==> src/rtl/bcd_display_sequencer_pkg.sv <==
// Shared constants, state encoding and parameter legality check for the BCD display sequencer.
package bcd_display_sequencer_pkg;

    localparam logic [3:0] BLANK_CODE = 4'hE;
    localparam logic [3:0] HALT_CODE  = 4'hF;

    typedef enum logic [1:0] {
        StIdle,
        StConvert,
        StPublish,
        StHalted
    } state_e;

    // True when NDIG decimal digits can hold the largest WIDTH-bit unsigned value.
    function automatic bit digits_fit(input int unsigned width, input int unsigned ndig);
        longint unsigned pow10;
        longint unsigned maxval;
        pow10 = 64'd1;
        for (int unsigned i = 0; i < ndig; i++) begin
            pow10 = pow10 * 64'd10;
        end
        maxval = (64'd1 << width) - 64'd1;
        return pow10 > maxval;
    endfunction

endpackage

==> src/rtl/bcd_display_sequencer_add3_row.sv <==
// Combinational add-3 correction applied to every BCD nibble before each shift.
module bcd_add3_row #(
    parameter int unsigned NDIG = 5
) (
    input  logic [4*NDIG-1:0] i_bcd,
    output logic [4*NDIG-1:0] o_bcd
);

    always_comb begin
        o_bcd = i_bcd;
        for (int unsigned i = 0; i < NDIG; i++) begin
            if (i_bcd[4*i +: 4] >= 4'd5) begin
                o_bcd[4*i +: 4] = i_bcd[4*i +: 4] + 4'd3;
            end
        end
    end

endmodule

==> src/rtl/bcd_display_sequencer.sv <==
// Iterative binary-to-BCD converter driving 7-segment digit decoders, with
// leading-zero blanking, halt override and a single pending-update slot.
module bcd_display_sequencer
    import bcd_display_sequencer_pkg::*;
#(
    parameter int unsigned WIDTH = 16,
    parameter int unsigned NDIG  = 5
) (
    input  logic              clock,
    input  logic              reset,
    input  logic [WIDTH-1:0]  value,
    input  logic              load,
    input  logic              halt,
    output logic [4*NDIG-1:0] digits,
    output logic              busy,
    output logic              done
);

    localparam int unsigned CW = $clog2(WIDTH + 1);
    localparam logic [CW-1:0] CNT_LAST = CW'(WIDTH - 1);

    if (!digits_fit(WIDTH, NDIG)) begin : g_ndig_check
        $error("NDIG too small to represent every WIDTH-bit value");
    end

    state_e            r_state,      w_state_d;
    logic [WIDTH-1:0]  r_shift,      w_shift_d;
    logic [4*NDIG-1:0] r_bcd,        w_bcd_d;
    logic [CW-1:0]     r_cnt,        w_cnt_d;
    logic              r_pend,       w_pend_d;
    logic [WIDTH-1:0]  r_pend_val,   w_pend_val_d;
    logic [4*NDIG-1:0] r_digits,     w_digits_d;
    logic [4*NDIG-1:0] r_shadow,     w_shadow_d;
    logic              r_busy,       w_busy_d;
    logic              r_done,       w_done_d;

    logic [4*NDIG-1:0] w_adj;
    logic [4*NDIG-1:0] w_blanked;
    logic              w_seen;
    logic              w_start;
    logic [WIDTH-1:0]  w_start_val;

    bcd_add3_row #(
        .NDIG (NDIG)
    ) u_add3_row (
        .i_bcd (r_bcd),
        .o_bcd (w_adj)
    );

    // Blank every digit above the most significant nonzero one; digit 0 always shows.
    always_comb begin
        w_seen    = 1'b0;
        w_blanked = r_bcd;
        for (int i = int'(NDIG) - 1; i >= 1; i--) begin
            if (r_bcd[4*i +: 4] != 4'd0) begin
                w_seen = 1'b1;
            end
            if (!w_seen) begin
                w_blanked[4*i +: 4] = BLANK_CODE;
            end
        end
    end

    always_comb begin
        w_state_d    = r_state;
        w_shift_d    = r_shift;
        w_bcd_d      = r_bcd;
        w_cnt_d      = r_cnt;
        w_pend_d     = r_pend;
        w_pend_val_d = r_pend_val;
        w_digits_d   = r_digits;
        w_shadow_d   = r_shadow;
        w_done_d     = 1'b0;
        w_start      = 1'b0;
        w_start_val  = value;

        if (halt) begin
            w_state_d  = StHalted;
            w_digits_d = {NDIG{HALT_CODE}};
            if (load) begin
                w_pend_d     = 1'b1;
                w_pend_val_d = value;
            end
        end else begin
            unique case (r_state)
                StIdle: begin
                    if (load) begin
                        w_start = 1'b1;
                    end else if (r_pend) begin
                        w_start     = 1'b1;
                        w_start_val = r_pend_val;
                    end
                end
                StConvert: begin
                    w_bcd_d   = {w_adj[4*NDIG-2:0], r_shift[WIDTH-1]};
                    w_shift_d = {r_shift[WIDTH-2:0], 1'b0};
                    w_cnt_d   = r_cnt + CW'(1);
                    if (r_cnt == CNT_LAST) begin
                        w_state_d = StPublish;
                    end
                    if (load) begin
                        w_pend_d     = 1'b1;
                        w_pend_val_d = value;
                    end
                end
                StPublish: begin
                    w_digits_d = w_blanked;
                    w_shadow_d = w_blanked;
                    w_done_d   = 1'b1;
                    w_state_d  = StIdle;
                    // A load landing on the publish cycle beats any older pending value.
                    if (load) begin
                        w_start = 1'b1;
                    end else if (r_pend) begin
                        w_start     = 1'b1;
                        w_start_val = r_pend_val;
                    end
                end
                StHalted: begin
                    w_digits_d = r_shadow;
                    w_state_d  = StIdle;
                    if (load) begin
                        w_pend_d     = 1'b1;
                        w_pend_val_d = value;
                    end
                end
                default: begin
                    w_state_d = StIdle;
                end
            endcase
        end

        if (w_start) begin
            w_state_d = StConvert;
            w_shift_d = w_start_val;
            w_bcd_d   = '0;
            w_cnt_d   = '0;
            w_pend_d  = 1'b0;
        end

        // busy also covers the cycle in which done is presented.
        w_busy_d = (w_state_d == StConvert) || (w_state_d == StPublish) ||
                   ((r_state == StPublish) && (w_state_d == StIdle));
    end

    always_ff @(posedge clock) begin
        if (reset) begin
            r_state    <= StIdle;
            r_shift    <= '0;
            r_bcd      <= '0;
            r_cnt      <= '0;
            r_pend     <= 1'b0;
            r_pend_val <= '0;
            r_digits   <= {NDIG{BLANK_CODE}};
            r_shadow   <= {NDIG{BLANK_CODE}};
            r_busy     <= 1'b0;
            r_done     <= 1'b0;
        end else begin
            r_state    <= w_state_d;
            r_shift    <= w_shift_d;
            r_bcd      <= w_bcd_d;
            r_cnt      <= w_cnt_d;
            r_pend     <= w_pend_d;
            r_pend_val <= w_pend_val_d;
            r_digits   <= w_digits_d;
            r_shadow   <= w_shadow_d;
            r_busy     <= w_busy_d;
            r_done     <= w_done_d;
        end
    end

    assign digits = r_digits;
    assign busy   = r_busy;
    assign done   = r_done;

endmodule

==> config.mk <==
export PLATFORM = sky130hd
export DESIGN_NAME = bcd_display_sequencer
export DESIGN_NICKNAME = d
export VERILOG_FILES = /design/src/rtl/bcd_display_sequencer_pkg.sv /design/src/rtl/bcd_display_sequencer_add3_row.sv /design/src/rtl/bcd_display_sequencer.sv
export SDC_FILE = /design/constraint.sdc
export NUM_CORES = 1
export LEC_CHECK = 0
export CORE_MARGIN = 4
export CORE_UTILIZATION = 54
export CTS_BUF_LIST = sky130_fd_sc_hd__clkbuf_4 sky130_fd_sc_hd__clkbuf_8
export CTS_CLUSTER_SIZE = 30
export DETAILED_ROUTE_END_ITERATION = 8
export PLACE_DENSITY = 0.78
export SYNTH_ARGS = -nofsm -noshare
export SYNTH_HDL_FRONTEND = slang
export SYNTH_SLANG_ARGS = --single-unit
==> constraint.sdc <==
create_clock -name clock -period 1.7 [get_ports clock]
set_input_delay 0.34 -clock clock [delete_from_list [all_inputs] [get_ports clock]]
set_output_delay 0.34 -clock clock [all_outputs]
set_load 0.05 [all_outputs]
# Yosys cells after proc, flatten, opt, wreduce, memory -nomap -nowiden
# Index checks and enable logic that the tools add are counted.
[classes] addsub=6 order_cmp=5 eq_ne=7 muxes=37 bitwise=1 n_reduce_logical=21
[ops] operator="$mux 16" n=10
[ops] operator="$pmux 20 s2" n=1
[ops] operator="$mux 4" n=8
[ops] operator="$ge 4x3->1 const B" n=5
[ops] operator="$mux 17" n=1
[ops] operator="$add 4x2->4 const B" n=4
[ops] operator="$reduce_bool 4->1" n=4
[ops] operator="$mux 1" n=12
[ops] operator="$reduce_or 2->1" n=5
[ops] operator="$eq 2x2->1 const B" n=3
[ops] operator="$mux 2" n=3
[ops] operator="$reduce_and 2->1" n=3
[ops] operator="$reduce_bool 2->1" n=3
[ops] operator="$add 5x1->5 const B" n=1
[ops] operator="$eq 5x4->1 const B" n=1
[ops] operator="$eq 2x1->1 const B" n=2
[ops] operator="$logic_not 2->1" n=2
[ops] operator="$pmux 2 s2" n=1
[ops] operator="$add 3x2->3 const B" n=1
[ops] operator="$mux 3" n=1
[ops] operator="$reduce_bool 3->1" n=1
[ops] operator="$logic_or 1x1->1" n=2
[ops] operator="$ne 2x1->1 const B" n=1
[ops] operator="$logic_and 1x1->1" n=1
[ops] operator="$not 1->1" n=1
[word_totals] reg_bits=102 in_bits=20 output_inout_bits=22 elab_cells=88

# Longest topological paths before layout
# Gate-level depths: netlist of the first run.
[logic_depth] depth_word=8 depth_mapped=8 depth_no_buf=8

# Cells and area by module
# From an unflattened synthesis of the first run, not the netlist that was laid out.
[hier_totals] cells_unflattened=568 area_unflattened_um2=4742.0
[modules_own_cells] mod="bcd_display_sequencer" n_inst=1 cells_per_inst=488 area_each_um2=4235.3 seq_area_each_um2=2042.0
[modules_own_cells] mod="bcd_add3_row" n_inst=1 cells_per_inst=80 area_each_um2=506.7 seq_area_each_um2=0.0

# Worst setup path before layout of the first run
# Ideal clock, no wire load.
[synth_timing] path_type="register to register" from="register r_bcd[16]" to="register r_shadow[4]" setup_ns=0.123 arrival_ns=1.660 t_required_ns=1.577 setup_slack_ns=-0.083 path_stages_with_launch=8 n_path_buf=1 synth_period_minus_slack_ns=1.783 cell_sequence="dfxtp_1 > inv_1 > ha_1 > or3b_1 > buf_6 > nor4_4 > or3_4 > o21ai_0"
[synth_via] elab_chain_cells=6
[synth_lines] item="start: declaration" line="bcd_display_sequencer.sv:28" rtl="logic [4*NDIG-1:0] r_bcd, w_bcd_d;"
[synth_lines] item="start signal: assignment" line="bcd_display_sequencer.sv:161" rtl="r_bcd <= w_bcd_d;"
[synth_lines] item="$reduce_bool 4->1" line="bcd_display_sequencer.sv:55" rtl="if (r_bcd[4*i +: 4] != 4'd0) begin"
[synth_lines] item="$mux 1 (4 in series)" line="bcd_display_sequencer.sv:55"
[synth_lines] item="$mux 4" line="bcd_display_sequencer.sv:58" rtl="if (!w_seen) begin"
[synth_lines] item="end signal: assignment" line="bcd_display_sequencer.sv:155" rtl="r_shadow <= {NDIG{BLANK_CODE}};"
[synth_lines] item="end signal: assignment" line="bcd_display_sequencer.sv:166" rtl="r_shadow <= w_shadow_d;"
[synth_lines] item="end: declaration" line="bcd_display_sequencer.sv:33" rtl="logic [4*NDIG-1:0] r_shadow, w_shadow_d;"
# Every way passes these cells.
# A chain may end at the register's enable or synchronous reset.

# Worst setup path after layout of the first run
[layout_timing] from="register r_cnt[0]" to="register r_busy (netlist: busy)"
[layout_via] elab_chain_cells=8 word_cells_on_any_way=11 cone_classes="eq/ne: 3; mux: 4; reduce/logical: 4"
[layout_lines] item="start: declaration" line="bcd_display_sequencer.sv:29" rtl="logic [CW-1:0] r_cnt, w_cnt_d;"
[layout_lines] item="start signal: assignment" line="bcd_display_sequencer.sv:162" rtl="r_cnt <= w_cnt_d;"
[layout_lines] item="$eq 5x4->1 *" line="bcd_display_sequencer.sv:98" rtl="if (r_cnt == CNT_LAST) begin"
[layout_lines] item="$mux 2 *" line="bcd_display_sequencer.sv:98"
[layout_lines] item="$pmux 2 s2 *" line="bcd_display_sequencer.sv:85" rtl="unique case (r_state)"
[layout_lines] item="$mux 2 *" line="bcd_display_sequencer.sv:77" rtl="if (halt) begin"
[layout_lines] item="$mux 2 *" line="bcd_display_sequencer.sv:133" rtl="if (w_start) begin"
[layout_lines] item="$eq 2x1->1, or another cell as far along" line="bcd_display_sequencer.sv:142" rtl="w_busy_d = (w_state_d == StConvert) || (w_state_d == StPublish) ||"
[layout_lines] item="$logic_or 1x1->1 or $logic_and 1x1->1 (tied branches)" line="bcd_display_sequencer.sv:142, bcd_display_sequencer.sv:143"
[layout_lines] item="$logic_or 1x1->1 *" line="bcd_display_sequencer.sv:142"
[layout_lines] item="end signal: assignment" line="bcd_display_sequencer.sv:167" rtl="r_busy <= w_busy_d;"
[layout_lines] item="end: declaration" line="bcd_display_sequencer.sv:34" rtl="logic r_busy, w_busy_d;"
# Every way passes the cells marked *; elsewhere a longest branch is shown, timed or not.

==> results of run 1 <==
-- cell type report --
type,count,share of cell area
Clock buffer,12,0.0266
Clock inverter,4,0.00503
Inverter,17,0.0107
Multi-Input combinational cell,425,0.437
Sequential cell,102,0.343
Tap cell,108,0.0226
Timing Repair Buffer,116,0.155
-- metrics by stage --
stage / setup slack [ns] / area [um2] / power [mW] / std cells / hold WS (ns)
floorplan: 0.00535 / 4790 / 3.08 / 585 / 0.417
global placement: -0.186 / 5650 / 3.36 / 766 / 0.435
detailed placement: -0.207 / 5650 / 3.38 / 766 / 0.442
CTS: -0.0394 / 5880 / 4.84 / 783 / 0.327
global route: -0.108 / 5970 / 5.08 / 784 / 0.366
finish: -0.0570 / 5970 / 4.87 / 784 / 0.351
-- repair_timing --
item | 4_1_cts | 5_1_grt
buffers inserted | 1 | 2
endpoints found under the setup margin | 24 | 25
pin swaps | 4 | 12
gates resized for setup | 16 | 26
-- kinds of logic (layout without fill, tap and decap cells) --
logic type	after synthesis	count (layout)	synth area share
compound gates	160	160	0.199
simple gates	233	233	0.248
flops	102	102	0.428
mux	8	8	0.0181
fa+ha+maj	16	16	0.0419
buf+inv	58	149	0.0509
xor+xnor	8	8	0.0147
-- sequential cells by signal (all words and copies together) (netlist names) --
name        count
r_pend          1
r_pend_val     16
r_shadow       20
done            1
r_cnt           5
r_shift        16
digits         20
busy            1
r_state         2
r_bcd          20
-- power groups by stage --
stage / sequential (mW) / combinational, mW / clock [mW]
final: 2.54 / 0.844 / 1.49
after global placement: 2.58 / 0.775 / 0
after floorplan: 2.66 / 0.419 / 0
after CTS: 2.53 / 0.810 / 1.50
after global routing: 2.55 / 0.921 / 1.61
after detailed placement: 2.59 / 0.795 / 0
-- layer usage --
metal,vias to the layer above,GRT usage,part of all wire,routed length [um]
li1,2212,-,-,-
met1,2104,0.331,0.47,5650
met2,108,0.361,0.47,5540
met3,23,0.0355,0.041,489
met4,0,0.0918,0.018,217
met5,-,0,0,0
-- cell usage after synthesis, types with 14 or more instances --
master,n,area share
dfxtp_1,102,0.43
nand2_1,101,0.079
a21oi_1,59,0.062
o21ai_0,44,0.046
nor2_1,25,0.020
clkbuf_1,24,0.019
nand3_1,23,0.024
nor3b_1,19,0.030
nor2b_1,18,0.024
o211ai_1,18,0.028
inv_1,17,0.013
ha_1,16,0.042
buf_2,14,0.015
-- worst paths after layout --
check | startpoint | endpoint | slack (ns) | cells after the start
worst min-delay path | reset | r_shadow[12] | 0.35 | 2
worst max-delay path | r_cnt[0] | busy | -0.06 | 8
worst max register to register | r_cnt[0] | busy | -0.06 | 8
worst min register to register | r_shadow[4] | r_shadow[4] | 0.45 | 2
==> results by group, run 1 <==
Routing
  • Vias per std cell: approximately 5.7
  • Initial DRC Count: between 200 and 250
  • DR DRC count: 0
  • WL final: 11.9 mm
  • Final ANT Viol Nets: 0
  • Router iterations before antenna repair: 7
  • Vias: 4447
  • DR WL/cell: roughly 15 um

STA
  • Min cycle time layout: around 1.8 ns
  • Tcrit/Tclk final: 1.03
  • Slew @ Worst Pin: around 0.4 ns
  • Fin worst setup slack: -0.0570 ns
  • Finish-stage setup viols: 6
  • Setup TNS: -0.109 ns
  • Fmax: 569 MHz
  • Worst Skew: about 0.015 ns
  • Setup repair after global routing missed its margin: true
  • Final Max Tran Viols: 0
  • Slew Limit Headroom: 0.734
  • Final Hold Viols: 0

Synthesis
  • Synth warn: 0
  • Cell count after synthesis: 585
  • Syn_area_per_cell: about 8.2 um2
  • Syn Nets: 621
  • Netlist Area Pre-Place: about 4800 um2
  • Post-synth EDFFs: 0
  • Register area share after synthesis: 0.428
  • Ys flop type: dfxtp_1
  • Count of cell types in the netlist: 46
  • Async S/R FF share, synth: 0
  • Number of synthesized register bits: between 100 and 150

Setup path
  • Crit path cell chain: ha_1 > and3_1 > ha_2 > o21ai_2 > a21oi_2 > ha_1 > a21oi_1 > nor2_1
  • Crit path required time: roughly 2.0 ns
  • Buf+Inv Stages, Crit Path: 0
  • Worst EP arrival: between 2 and 2.5 ns
  • Delay-heaviest family, CP: adder cells
  • Worst path max stage delay: 0.33 ns
  • Critical Path Fanout Max: 2
  • Slowest library cell on the worst path: dfxtp_2
  • WS Path Type: reg -> reg
  • Critical path launch point type: flop
  • Cell mode on critical path: ha_1
  • Worst setup EP type: flop

Final layout
  • Post-layout util: 0.688
  • Commonest non-fill, non-tap cells in the layout: 101 x nand2_1, 98 x dfxtp_1, 96 x buf_4
  • Commonest non-fill, non-tap cell in the layout: nand2_1
  • Layout Nets: 707
  • Layout area overhead: 25.1%
  • N_diodes: 0
  • Register area: 2050 um2
  • Multi-input logic area: 2610 um2
  • Filler cells: about 660
  • Layout cells sized above 1: 0.244

Power and ir drop
  • Cell-internal power: approximately 3.5 mW
  • VDD IR-drop max: 0.000370 V
  • Clk pwr share: 0.306
  • Switching Fraction: 0.287
  • Leakage power: 2.27 nW
  • Pwr per Cell Area: between 800 and 900 nW/um2
  • Sw power: about 1.4 mW
  • Seq pwr share: 0.521
  • Comb power frac: 0.173

Clock network
  • Root buf cell: clkbuf_8
  • Htree depth: 3
  • CTS clk-pin slew, worst paths: about 0.1 ns
  • CTS sink cnt: 102
  • Hold-fix buffers at CTS: 0
  • Bufs on Longest Clock Path: 2
  • CTS tree: built
  • TritonCTS Buffers: 9
  • Clk_lat worst skew: 0.37 ns

GRT
  • Initial antenna violation count: 0
  • First-pass GRT wire length: roughly 20 mm
  • Vias in the first global route: 4241
  • Gr usage total: 0.234
  • Grt total ovfl: 0
  • Largest net degree at the start of global routing: 35

Status
  • Status: finished, violations left
  • Failing checks: negative setup slack

Place
  • Routability congestion estimate: approximately 0.8
  • Detail Placement HPWL: around 8.4 mm
  • Port buffer count: between 40 and 50

Floorplanning
  • I/O pins: 42
  • Die Span X: just over 100 um
  • Row Count: 34
  • Placeable Area: slightly below 9000 um2
  • Initial core utilization: 0.550
  • Die Span Y: between 100 and 150 um
  • Die area: ~10000 um2

Hold path
  • Worst min path class: in -> reg

Run
  • Max cap viols: 0
(Power assumes the default switching activity.)
==> run 2: changes to the inputs <==
- CTS_BUF_LIST: sky130_fd_sc_hd__clkbuf_4 sky130_fd_sc_hd__clkbuf_8 -> sky130_fd_sc_hd__clkbuf_2
- SKIP_CTS_REPAIR_TIMING: unset -> 1
==> results by group, run 2 (synthesis results as in run 1) <==
Status
  • Status: finished, violations left
  • Failing checks: negative setup slack

GRT
  • First-pass GRT wire length: approximately 19 mm
  • Gr usage total: 0.228
  • Initial antenna violation count: 0
  • Vias in the first global route: around 4200
  • Largest net degree at the start of global routing: 35
  • Grt total ovfl: 0

Routing
  • DR DRC count: 0
  • Highest metal used: met4
  • Vias: between 4000 and 5000
  • Initial DRC Count: ~210
  • WL met3: around 540 um
  • Metal2 WL: ~5.4 mm
  • Wl on met1: 5.60 mm
  • DR WL/cell: about 15 um
  • Final ANT Viol Nets: 0
  • WL final: 11.7 mm
  • Router iterations before antenna repair: 4
  • Vias per std cell: around 5.7

Setup path
  • R2r setup slk: -0.10 ns
  • Critical path launch point type: flop
  • Critical Path Fanout Max: 5
  • Worst EP arrival: between 2 and 2.5 ns
  • Crit path required time: around 2.2 ns
  • Worst setup EP type: flop
  • WS Path Type: reg -> reg

Final layout
  • Commonest non-fill, non-tap cell in the layout: nand2_1
  • Layout Nets: about 710
  • Post-layout util: 0.677
  • Layout area overhead: 23.2%
  • N_diodes: 0
  • Commonest non-fill, non-tap cells in the layout: 101 x nand2_1, 96 x buf_4, 95 x dfxtp_1
  • Filler cells: 686
  • Final Cell Area: just under 6000 um2
  • Layout cells sized above 1: 0.244

Power and ir drop
  • Pwr per Cell Area: 744 nW/um2
  • PnR Total Power: approximately 4.4 mW
  • Leakage power: roughly 2.2 nW
  • VDD IR-drop max: between 0.0003 and 0.0004 V

STA
  • Finish-stage setup viols: 11
  • Tcrit/Tclk final: 1.06
  • Slew @ Worst Pin: between 0.3 and 0.4 ns
  • Final Hold Viols: 0
  • Final Max Tran Viols: 0
  • Min cycle time layout: between 1.5 and 2 ns
  • Fin worst setup slack: -0.102 ns
  • Slew Limit Headroom: 0.751
  • Setup repair after global routing missed its margin: true
  • Fmax: ~560 MHz
  • Worst Skew: 0.0381 ns

Clock network
  • CTS clk-pin slew, worst paths: ~0.27 ns
  • CTS sink cnt: 102
  • Clk_lat worst skew: 0.55 ns
  • Htree depth: 3
  • TritonCTS Buffers: 9
  • CTS tree: built
  • Bufs on Longest Clock Path: 2
  • Root buf cell: clkbuf_2

Hold path
  • Worst min path class: in -> reg

Floorplanning
  • Die Span X: approximately 100 um
  • I/O pins: 42
  • Placeable Area: about 8700 um2
  • Initial core utilization: 0.550
  • Die area: approximately 10000 um2
  • Row Count: 34
  • Die Span Y: between 100 and 150 um

Place
  • Detail Placement HPWL: 8.42 mm
  • Port buffer count: between 40 and 50
  • Routability congestion estimate: between 0.8 and 0.9
  • Dpl cell area: 5650 um2

Run
  • Max cap viols: 0
[run 2: changes by cell type in the layout (fill, tap and decap cells not counted), moves of 2 or more]
cell / before / now
a21oi_1: 55 / 53
o21ai_1: 7 / 4
clkbuf_8: 11 / 0
a21oi_2: 4 / 6
o21ai_0: 35 / 40
clkbuf_2: 0 / 10
dfxtp_2: 4 / 7
dfxtp_1: 98 / 95
clkinv_1: 0 / 2
o21ai_2: 3 / 1
[run 2: area by class of cell]
type	count	area (um2)	share of cell area
inverter	17	63.8	0.0109
timing repair buffer	116	926	0.157
sequential	102	2050	0.349
tap	108	135	0.0230
clock inverter	6	37.5	0.00638
multi-input combinational	425	2620	0.445
clock buffer	10	50.0	0.00851
[run 2: power breakdown]
group / switching, mW / internal [mW]
clock network: 0.793 / 0.195
logic: 0.485 / 0.356
registers: 0.0578 / 2.49
[run 2: path summary, 6_finish.rpt]
| kind | startpoint | endpoint | cells past startpoint |
|---|---|---|---|
| max | r_bcd[13] | digits[5] | 7 |
| min | reset | r_shadow[12] | 2 |
| max reg2reg | r_bcd[13] | digits[5] | 7 |
| min reg2reg | r_shadow[4] | r_shadow[4] | 2 |
[run 2: metrics by stage]
step | setup slack (ns) | TNS, ns | hold WS [ns] | std cells
2_1_floorplan | 0.00535 | 0 | 0.417 | 585
3_3_place_gp | -0.186 | -5.37 | 0.435 | 766
3_5_place_dp | -0.207 | -7.59 | 0.442 | 766
4_1_cts | -0.164 | -2.33 | 0.0796 | 782
5_1_grt | -0.164 | -1.65 | 0.127 | 784
6_report | -0.102 | -0.827 | 0.143 | 784
[run 2: per-layer routing]
metal  vias to the layer above  global-route usage
met2                       112               0.352
met3                        15              0.0369
met4                         0              0.0767
li1                       2216                   -
met5                         -                   0
met1                      2087               0.323
[run 2: worst max-delay path: stages (launching register included)]
cell and delay, ns:
dfxtp_2 0.39, inv_2 0.07, ha_4 0.12, or3b_4 0.42
nor4_4 0.38, buf_4 0.19, o21ai_1 0.06, o2111ai_1 0.08
